File: src/rtl/uart_tx_arbiter.sv
`default_nettype none
// ============================================================================
//  uart_tx_arbiter
//  Round-robin sharing of one uart_tx serializer between NUM_REQ byte
//  producers; optional sticky ownership when UART_TX_ARB_LOCK_EN is defined.
//  Revision: 1.0
// ============================================================================
module uart_tx_arbiter #(
  parameter int NUM_REQ      = 4,
  parameter int BUSY_TIMEOUT = 16
) (
  input  logic                   clk,
  input  logic                   reset,
  input  logic [NUM_REQ-1:0]     req_valid_i,
  input  logic [8*NUM_REQ-1:0]   req_data_i,
`ifdef UART_TX_ARB_LOCK_EN
  input  logic [NUM_REQ-1:0]     req_lock_i,
`endif
  output logic [NUM_REQ-1:0]     req_ready_o,
  output logic                   tx_e_o,
  output logic [7:0]             tx_d_o,
  input  logic                   tx_busy_i,
  output logic [NUM_REQ-1:0]     grant_o,
  output logic                   busy_o,
  output logic                   err_o
);

  localparam int IDX_W = $clog2(NUM_REQ);
  localparam int CNT_W = $clog2(BUSY_TIMEOUT) + 1;
  localparam logic [CNT_W-1:0] c_cnt_last = CNT_W'(BUSY_TIMEOUT - 1);
  localparam logic [IDX_W-1:0] c_idx_last = IDX_W'(NUM_REQ - 1);

  typedef enum logic [1:0] {
    S_IDLE      = 2'd0,
    S_LAUNCH    = 2'd1,
    S_WAIT_BUSY = 2'd2,
    S_WAIT_DONE = 2'd3
  } state_t;

  state_t             r_state;
  state_t             w_next;
  logic               w_arb;
  logic [IDX_W-1:0]   r_rr;
  logic [IDX_W-1:0]   r_win;
  logic [NUM_REQ-1:0] r_grant;
  logic [7:0]         r_txd;
  logic [CNT_W-1:0]   r_cnt;
  logic [IDX_W-1:0]   w_rr_win;
  logic [IDX_W-1:0]   w_sel;
  int                 w_idx;

  // First valid requester at or above the pointer, wrapping around.
  always_comb begin
    w_rr_win = '0;
    w_idx    = 0;
    for (int k = NUM_REQ - 1; k >= 0; k--) begin
      w_idx = int'(r_rr) + k;
      if (w_idx >= NUM_REQ) w_idx = w_idx - NUM_REQ;
      if (req_valid_i[w_idx]) w_rr_win = IDX_W'(w_idx);
    end
  end

`ifdef UART_TX_ARB_LOCK_EN
  logic       r_locked;
  logic [7:0] r_lock_cnt;
  logic       w_lock_hit;

  assign w_lock_hit = req_lock_i[r_win] && req_valid_i[r_win] && (r_lock_cnt != 8'hFF);
  assign w_sel      = w_lock_hit ? r_win : w_rr_win;

  always_ff @(posedge clk) begin
    if (reset) begin
      r_locked   <= 1'b0;
      r_lock_cnt <= 8'h00;
    end else if (w_arb) begin
      r_locked   <= w_lock_hit;
      r_lock_cnt <= w_lock_hit ? r_lock_cnt + 8'h01 : 8'h00;
    end
  end
`else
  assign w_sel = w_rr_win;
`endif

  always_ff @(posedge clk) begin
    if (reset) r_state <= S_IDLE;
    else       r_state <= w_next;
  end

  always_comb begin
    w_next      = r_state;
    w_arb       = 1'b0;
    tx_e_o      = 1'b0;
    req_ready_o = '0;
    err_o       = 1'b0;
    case (r_state)
      S_IDLE: begin
        if (!tx_busy_i && (|req_valid_i)) begin
          w_arb  = 1'b1;
          w_next = S_LAUNCH;
        end
      end
      S_LAUNCH: begin
        tx_e_o      = 1'b1;
        req_ready_o = r_grant;
        w_next      = S_WAIT_BUSY;
      end
      S_WAIT_BUSY: begin
        if (tx_busy_i) begin
          w_next = S_WAIT_DONE;
        end else if (r_cnt >= c_cnt_last) begin
          err_o  = 1'b1;
          w_next = S_IDLE;
        end
      end
      S_WAIT_DONE: begin
        if (!tx_busy_i) w_next = S_IDLE;
      end
      default: w_next = S_IDLE;
    endcase
  end

  always_ff @(posedge clk) begin
    if (reset) begin
      r_rr    <= '0;
      r_win   <= '0;
      r_grant <= '0;
      r_txd   <= 8'h00;
      r_cnt   <= '0;
    end else begin
      if (w_arb) begin
        r_win   <= w_sel;
        r_grant <= NUM_REQ'(1) << w_sel;
        r_txd   <= req_data_i[8*w_sel +: 8];
      end
      if (r_state == S_LAUNCH) begin
        r_cnt <= '0;
`ifdef UART_TX_ARB_LOCK_EN
        if (!r_locked)
`endif
        r_rr <= (r_win == c_idx_last) ? '0 : r_win + 1'b1;
      end
      if (r_state == S_WAIT_BUSY && r_cnt != '1) r_cnt <= r_cnt + 1'b1;
      if (r_state != S_IDLE && w_next == S_IDLE) r_grant <= '0;
    end
  end

  assign grant_o = r_grant;
  assign tx_d_o  = r_txd;
  assign busy_o  = (r_state != S_IDLE);

endmodule
`default_nettype wire
File: config.mk
export PLATFORM = sky130hd
export DESIGN_NAME = uart_tx_arbiter
export DESIGN_NICKNAME = d
export VERILOG_FILES = /design/src/rtl/uart_tx_arbiter.sv
export SDC_FILE = /design/constraint.sdc
export NUM_CORES = 1
export LEC_CHECK = 0
export CAP_MARGIN = 20
export CORE_ASPECT_RATIO = 0.9
export CORE_MARGIN = 4
export CORE_UTILIZATION = 45
export CTS_CLUSTER_SIZE = 24
export DETAILED_ROUTE_END_ITERATION = 8
export HOLD_SLACK_MARGIN = 0.15
export PLACE_DENSITY = 0.9
export SYNTH_ARGS = -nofsm -noshare
export SYNTH_HDL_FRONTEND = slang
export SYNTH_SLANG_ARGS = --single-unit
File: constraint.sdc
create_clock -name clk -period 5.1 [get_ports clk]
set_clock_uncertainty 0.15 [all_clocks]
set_input_delay 1.53 -clock clk [delete_from_list [all_inputs] [get_ports clk]]
set_output_delay 1.53 -clock clk [all_outputs]
set_load 0.01 [all_outputs]
==> metrics.yaml, run 1 <==
pwr:
  p_clk_share_pct: 20.2
  swShare_pct: 29.0
  vdd_drop_max_v: 0.000157
  power_density_nw_per_um2: 217
  leakagePower_uw: 0.000784
  finalPower_uw: 419
  p_sw_uw: 121
  p_seq_share_pct: 48.8
  combPwrFrac_pct: 31.0
  internal_power_uw: 298
floorplan:
  design.core.area_um2: 2790
  initial_core_util_pct: 47.4
  die_x_um: 65.2
  die_h_um: 59.5
  dieArea_um2: 3880
  row_count: 18
  io_pins: 58
logic_synthesis:
  synthDistinctLibCells: 39
  yosysWarnings: 0
  async_flop_share_pct: 0
  synth_largest_area_cell: "dfxtp_1"
  netlist_instances: 153
  synth_edf_count: 0
  syn-num-nets: 196
  syn_area_per_cell_um2: 8.66
  yosysSeqAreaShare_pct: 34.7
  synth.area.top_cells: "dfxtp_1, mux2i_1, o221ai_1, nand3b_1, nor2_1"
  synth_ff_type: "dfxtp_1"
  netlist.area_leader.share_pct: 34.7
  synth-seq-cells: 23
  syn_area_um2: 1330
clock_network:
  holdBufCountCts: 0
  cts_resized: 0
  post-cts-setup-buffers: 0
  htree_levels: 1
  cts_root_buf: "clkbuf_4"
  path_clk_slew_ns: 0.12
  clock_latency_ns: 0.31
  cts_sinks: 23
  numCtsBuffers: 3
  clockBufferDepth: 2
  cts_tree: "done"
run_status:
  status: "completed"
detailed_routing:
  drc_errors: 0
  drt-pass1-iter-count: 4
  top_layer: "met4"
  vias_per_cell: 5.59
  wl_met2_mm: 2.04
  drtAntennaViolNets: 0
  routed-wl-met3_um: 142
  dr_total_vias: 1374
  routed_wl_mm: 3.73
  wire_per_inst_um: 15.2
  first_iter_violations: 189
  wl_met1_mm: 1.45
worst_setup_path:
  crit_path_start_kind: "input pin"
  critPathMaxFanout: 4
  worstPathRequired_ns: 3.42
  startpoint: "tx_busy_i"
  arrival_ns: 2.91
  worst_r2r_path_depth: 5
  crit_path_end_kind: "primary output"
  critPathKind: "in2out"
  timing.rr.start: "r_state[0]"
global_routing:
  grt_pass1_vias: 1352
  gr-total-overflow: 0
  antenna_found_initial: 0
  grt_util_all_layers_pct: 19.4
  grt_max_degree: 22
  grt_pass1_wl_mm: 5.84
timing:
  max_freq_ghz: 0.218
  relSlewSlack_pct: 53.4
  tightest_slew_ns: 0.699
  final.min_clock_period_ns: 4.59
  finalCritPeriodShare_pct: 90.0
  rsz0062_at_grt: "no"
  timing.final.hold_violations: 0
  fin_setup_tns_ns: 0
  timing.hold.ws_ns: 0.333
  drv_slew: 0
  setup_viol: 0
final_layout:
  drive_above_1_share_pct: 4.37
  nets: 250
  postLayoutCellArea_um2: 1940
  fin_util_pct: 69.3
  diodes: 0
  syn_to_final_growth_pct: 46.1
min_path:
  min_path_cells: 2
  hold_start: "grant_o[2]"
  hold_path_class: "reg2reg"
placed_design:
  gp_congestion: 0.793
  dp_hpwl_mm: 2.98
  placed_area_um2: 1910
  port_buffers: 57
run:
  maxCapViolCount: 0
[cell families (layout without fill, tap and decap cells)]
group / count (synthesis) / count (layout) / share of synthesized area [%]
AND/OR/NAND/NOR: 58 / 58 / 23.8
AO/OA/AOI/OAI: 34 / 34 / 18.3
flip-flops: 23 / 23 / 34.7
multiplexers: 18 / 18 / 13.6
buffers and inverters: 16 / 69 / 5.76
adder cells (fa/ha/maj): 4 / 4 / 3.78
[cell type report]
cell class / instances / area, um^2
Fill cell: 251 / 857
Multi-Input combinational cell: 114 / 795
Timing Repair Buffer: 58 / 578
Sequential cell: 23 / 460
Tap cell: 40 / 50.0
Clock buffer: 4 / 26.3
Inverter: 7 / 26.3
[layer usage]
layer	GRT usage, %	up-vias
met5	0	-
met3	3.42	8
met1	21.6	649
met4	8.28	0
li1	-	666
met2	36.2	51
[layout by cell type, fill, tap and decap left out, drive strengths merged]
| master | n |
|---|---|
| nor2b | 2 |
| nand4b | 1 |
| o221ai | 8 |
| a31o | 1 |
| ha | 4 |
| and2 | 1 |
| a2111oi | 1 |
| buf | 1 |
| or3b | 2 |
| and3 | 5 |
| nand3 | 1 |
| nor3 | 4 |
| nor4 | 1 |
| a2bb2oi | 3 |
| a22oi | 1 |
| a221oi | 1 |
| dfxtp | 23 |
| inv | 6 |
| o21a | 1 |
| o21ai | 3 |
| a21oi | 11 |
| o22ai | 1 |
| mux2i | 18 |
| nand3b | 9 |
| nand4 | 1 |
| a32oi | 1 |
| a22o | 1 |
| nor2 | 17 |
| clkdlybuf4s50 | 57 |
| clkinv | 1 |
| clkbuf | 4 |
| or3 | 2 |
| o211ai | 1 |
| nand2b | 1 |
| nand2 | 10 |
| or2 | 1 |
[per-stage QoR]
stage               instances  setup slack [ns]
floorplan                 153              1.30
global placement          242             0.548
detailed placement        242             0.527
CTS                       246             0.496
global route              246             0.412
finish                    246             0.511
[power by group through the flow]
stage / clock network, uW / registers [uW] / logic (uW)
finish: 84.5 / 205 / 130
global route: 94.8 / 206 / 140
CTS: 86.1 / 204 / 131
detailed placement: 0 / 208 / 130
global placement: 0 / 207 / 125
floorplan: 0 / 208 / 67.1
[critical path, stage by stage]
cell	delay, ns
clkdlybuf4s50_1	0.46
a2111oi_0	0.31
clkdlybuf4s50_1	0.61
[cells in the mapped netlist, types with 2 or more instances]
library cell / count
a21oi_1: 10
a2bb2oi_1: 3
and3_1: 5
buf_1: 3
buf_6: 2
clkbuf_1: 3
dfxtp_1: 23
ha_1: 4
inv_1: 6
mux2i_1: 18
nand2_1: 10
nand3b_1: 9
nor2_1: 17
nor2b_1: 2
nor3_1: 4
o21ai_0: 3
o221ai_1: 8
or3b_1: 2
[final timing paths]
path	to	slack, ns
worst max-delay path	err_o	0.51
worst min-delay path	grant_o[2]	0.33
worst max register to register	tx_d_o[5]	2.90
worst min register to register	grant_o[2]	0.33
[registers in the layout, summed over array words and instances, names as in the netlist]
register / count
r_state: 2
r_rr: 2
grant_o: 4
r_cnt: 5
r_win: 2
tx_d_o: 8
(Power assumes the default switching activity.)
==> run 2: changes to the inputs <==
- CORE_MARGIN: 4 -> 2
==> metrics.yaml, run 2 (synthesis gave the netlist of run 1 again) <==
worst_setup_path:
  worst_r2r_path_depth: 5
  path_buf_inv: 2
  worstPathRequired_ns: 3.42
  max_stage_delay_ns: 0.60
  r2r_end: "tx_d_o[0]"
  arrival_ns: 2.90
  critPathMaxFanout: 4
  path_common_cell: "clkdlybuf4s50_1"
  crit_path_start_kind: "input pin"
  timing.rr.start: "r_state[0]"
  r2r_setup_slack_ns: 2.89
  crit_path_end_kind: "primary output"
  crit_family: "buffers and inverters"
  crit_chain: "clkdlybuf4s50_1 > a2111oi_0 > clkdlybuf4s50_1"
  cp_slowest_cell: "clkdlybuf4s50_1"
  critPathKind: "in2out"
detailed_routing:
  drtAntennaViolNets: 0
  routed_wl_mm: 3.72
  drt-pass1-iter-count: 4
  wire_per_inst_um: 15.1
  dr_total_vias: 1371
  drc_errors: 0
  vias_per_cell: 5.57
  first_iter_violations: 60
global_routing:
  antenna_found_initial: 0
  grt_pass1_wl_mm: 6.20
  grt_util_all_layers_pct: 23.6
  gr-total-overflow: 0
  grt_max_degree: 22
  grt_pass1_vias: 1366
final_layout:
  drive_above_1_share_pct: 4.37
  layout_common_cells: "clkdlybuf4s50_1, dfxtp_1, mux2i_1"
  largest_reg_flops: 8
  diodes: 0
  nets: 250
  postLayoutCellArea_um2: 1940
  mostFrequentLayoutCell: "clkdlybuf4s50_1"
  syn_to_final_growth_pct: 46.1
timing:
  drv_slew: 0
  final.min_clock_period_ns: 4.58
  relSlewSlack_pct: 53.8
  timing.final.hold_violations: 0
  fin_setup_tns_ns: 0
  tightest_slew_ns: 0.691
  finalCritPeriodShare_pct: 89.8
  setup_viol: 0
  rsz0062_at_grt: "no"
  max_freq_ghz: 0.218
floorplan:
  die_h_um: 55.5
  initial_core_util_pct: 47.8
  design.core.area_um2: 2770
  io_pins: 58
  row_count: 18
  dieArea_um2: 3400
  die_x_um: 61.2
placed_design:
  placed_area_um2: 1910
  port_buffers: 57
  gp_congestion: 0.896
  dp_hpwl_mm: 2.89
min_path:
  hold_start: "grant_o[0]"
  hold_path_class: "reg2reg"
  min_path_cells: 2
  holdPathEnd: "grant_o[0]"
run:
  maxCapViolCount: 0
clock_network:
  cts_resized: 0
  numCtsBuffers: 3
  cts_root_buf: "clkbuf_4"
  clockBufferDepth: 2
  holdBufCountCts: 0
  post-cts-setup-buffers: 0
  clock_latency_ns: 0.31
  cts_tree: "done"
  path_clk_slew_ns: 0.14
  cts_sinks: 23
  htree_levels: 1
run_status:
  status: "completed"
pwr:
  power_density_nw_per_um2: 219
  leakagePower_uw: 0.000784
  vdd_drop_max_v: 0.000127
## run 2: metal layers
layer,global-route usage (%),vias to the layer above,share of wire (%)
met2,40.3,38,54
met5,0,-,0
met1,28.8,648,40
met3,3.04,8,2.8
met4,9.63,0,2.4
li1,-,677,-
## run 2: final cells by class
cell class	instances	area, um^2
fill	221	835
multi-input combinational	114	795
timing repair buffer	58	578
sequential	23	460
tap	40	50.0
clock buffer	4	26.3
inverter	7	26.3
## run 2: how the worst max path moves through the flow
stage                     slack (ns)      start  cells after the start  endpoint
after floorplan                 1.30  tx_busy_i                      1     err_o
after global placement          0.55  tx_busy_i                      3     err_o
after detailed placement        0.50  tx_busy_i                      3     err_o
after CTS                       0.50  tx_busy_i                      3     err_o
after global routing            0.36  tx_busy_i                      3     err_o
final                           0.52  tx_busy_i                      3     err_o
## run 2: tightest hold or removal path: cells and delay by family, from the launching register on
kind	cells	cell delay, ns
DFF	1	0.34
AOI/OAI and AO/OA	1	0.05
and+or+nand+nor	1	0.06
## run 2: per-stage QoR
step	power (uW)	utilization, %	instances	worst slack, ns	hold slack (ns)
after CTS	427	69.9	246	0.502	0.330
after global placement	332	68.9	242	0.552	0.304
after floorplan	275	-	153	1.30	0.318
after global routing	442	69.9	246	0.364	0.360
after detailed placement	339	68.9	242	0.501	0.310
final	423	69.9	246	0.522	0.331
## run 2: power by group
part	switching [uW]	internal, uW
Sequential	11.9	193
Clock	57.5	30.5
Combinational	56.2	74.7
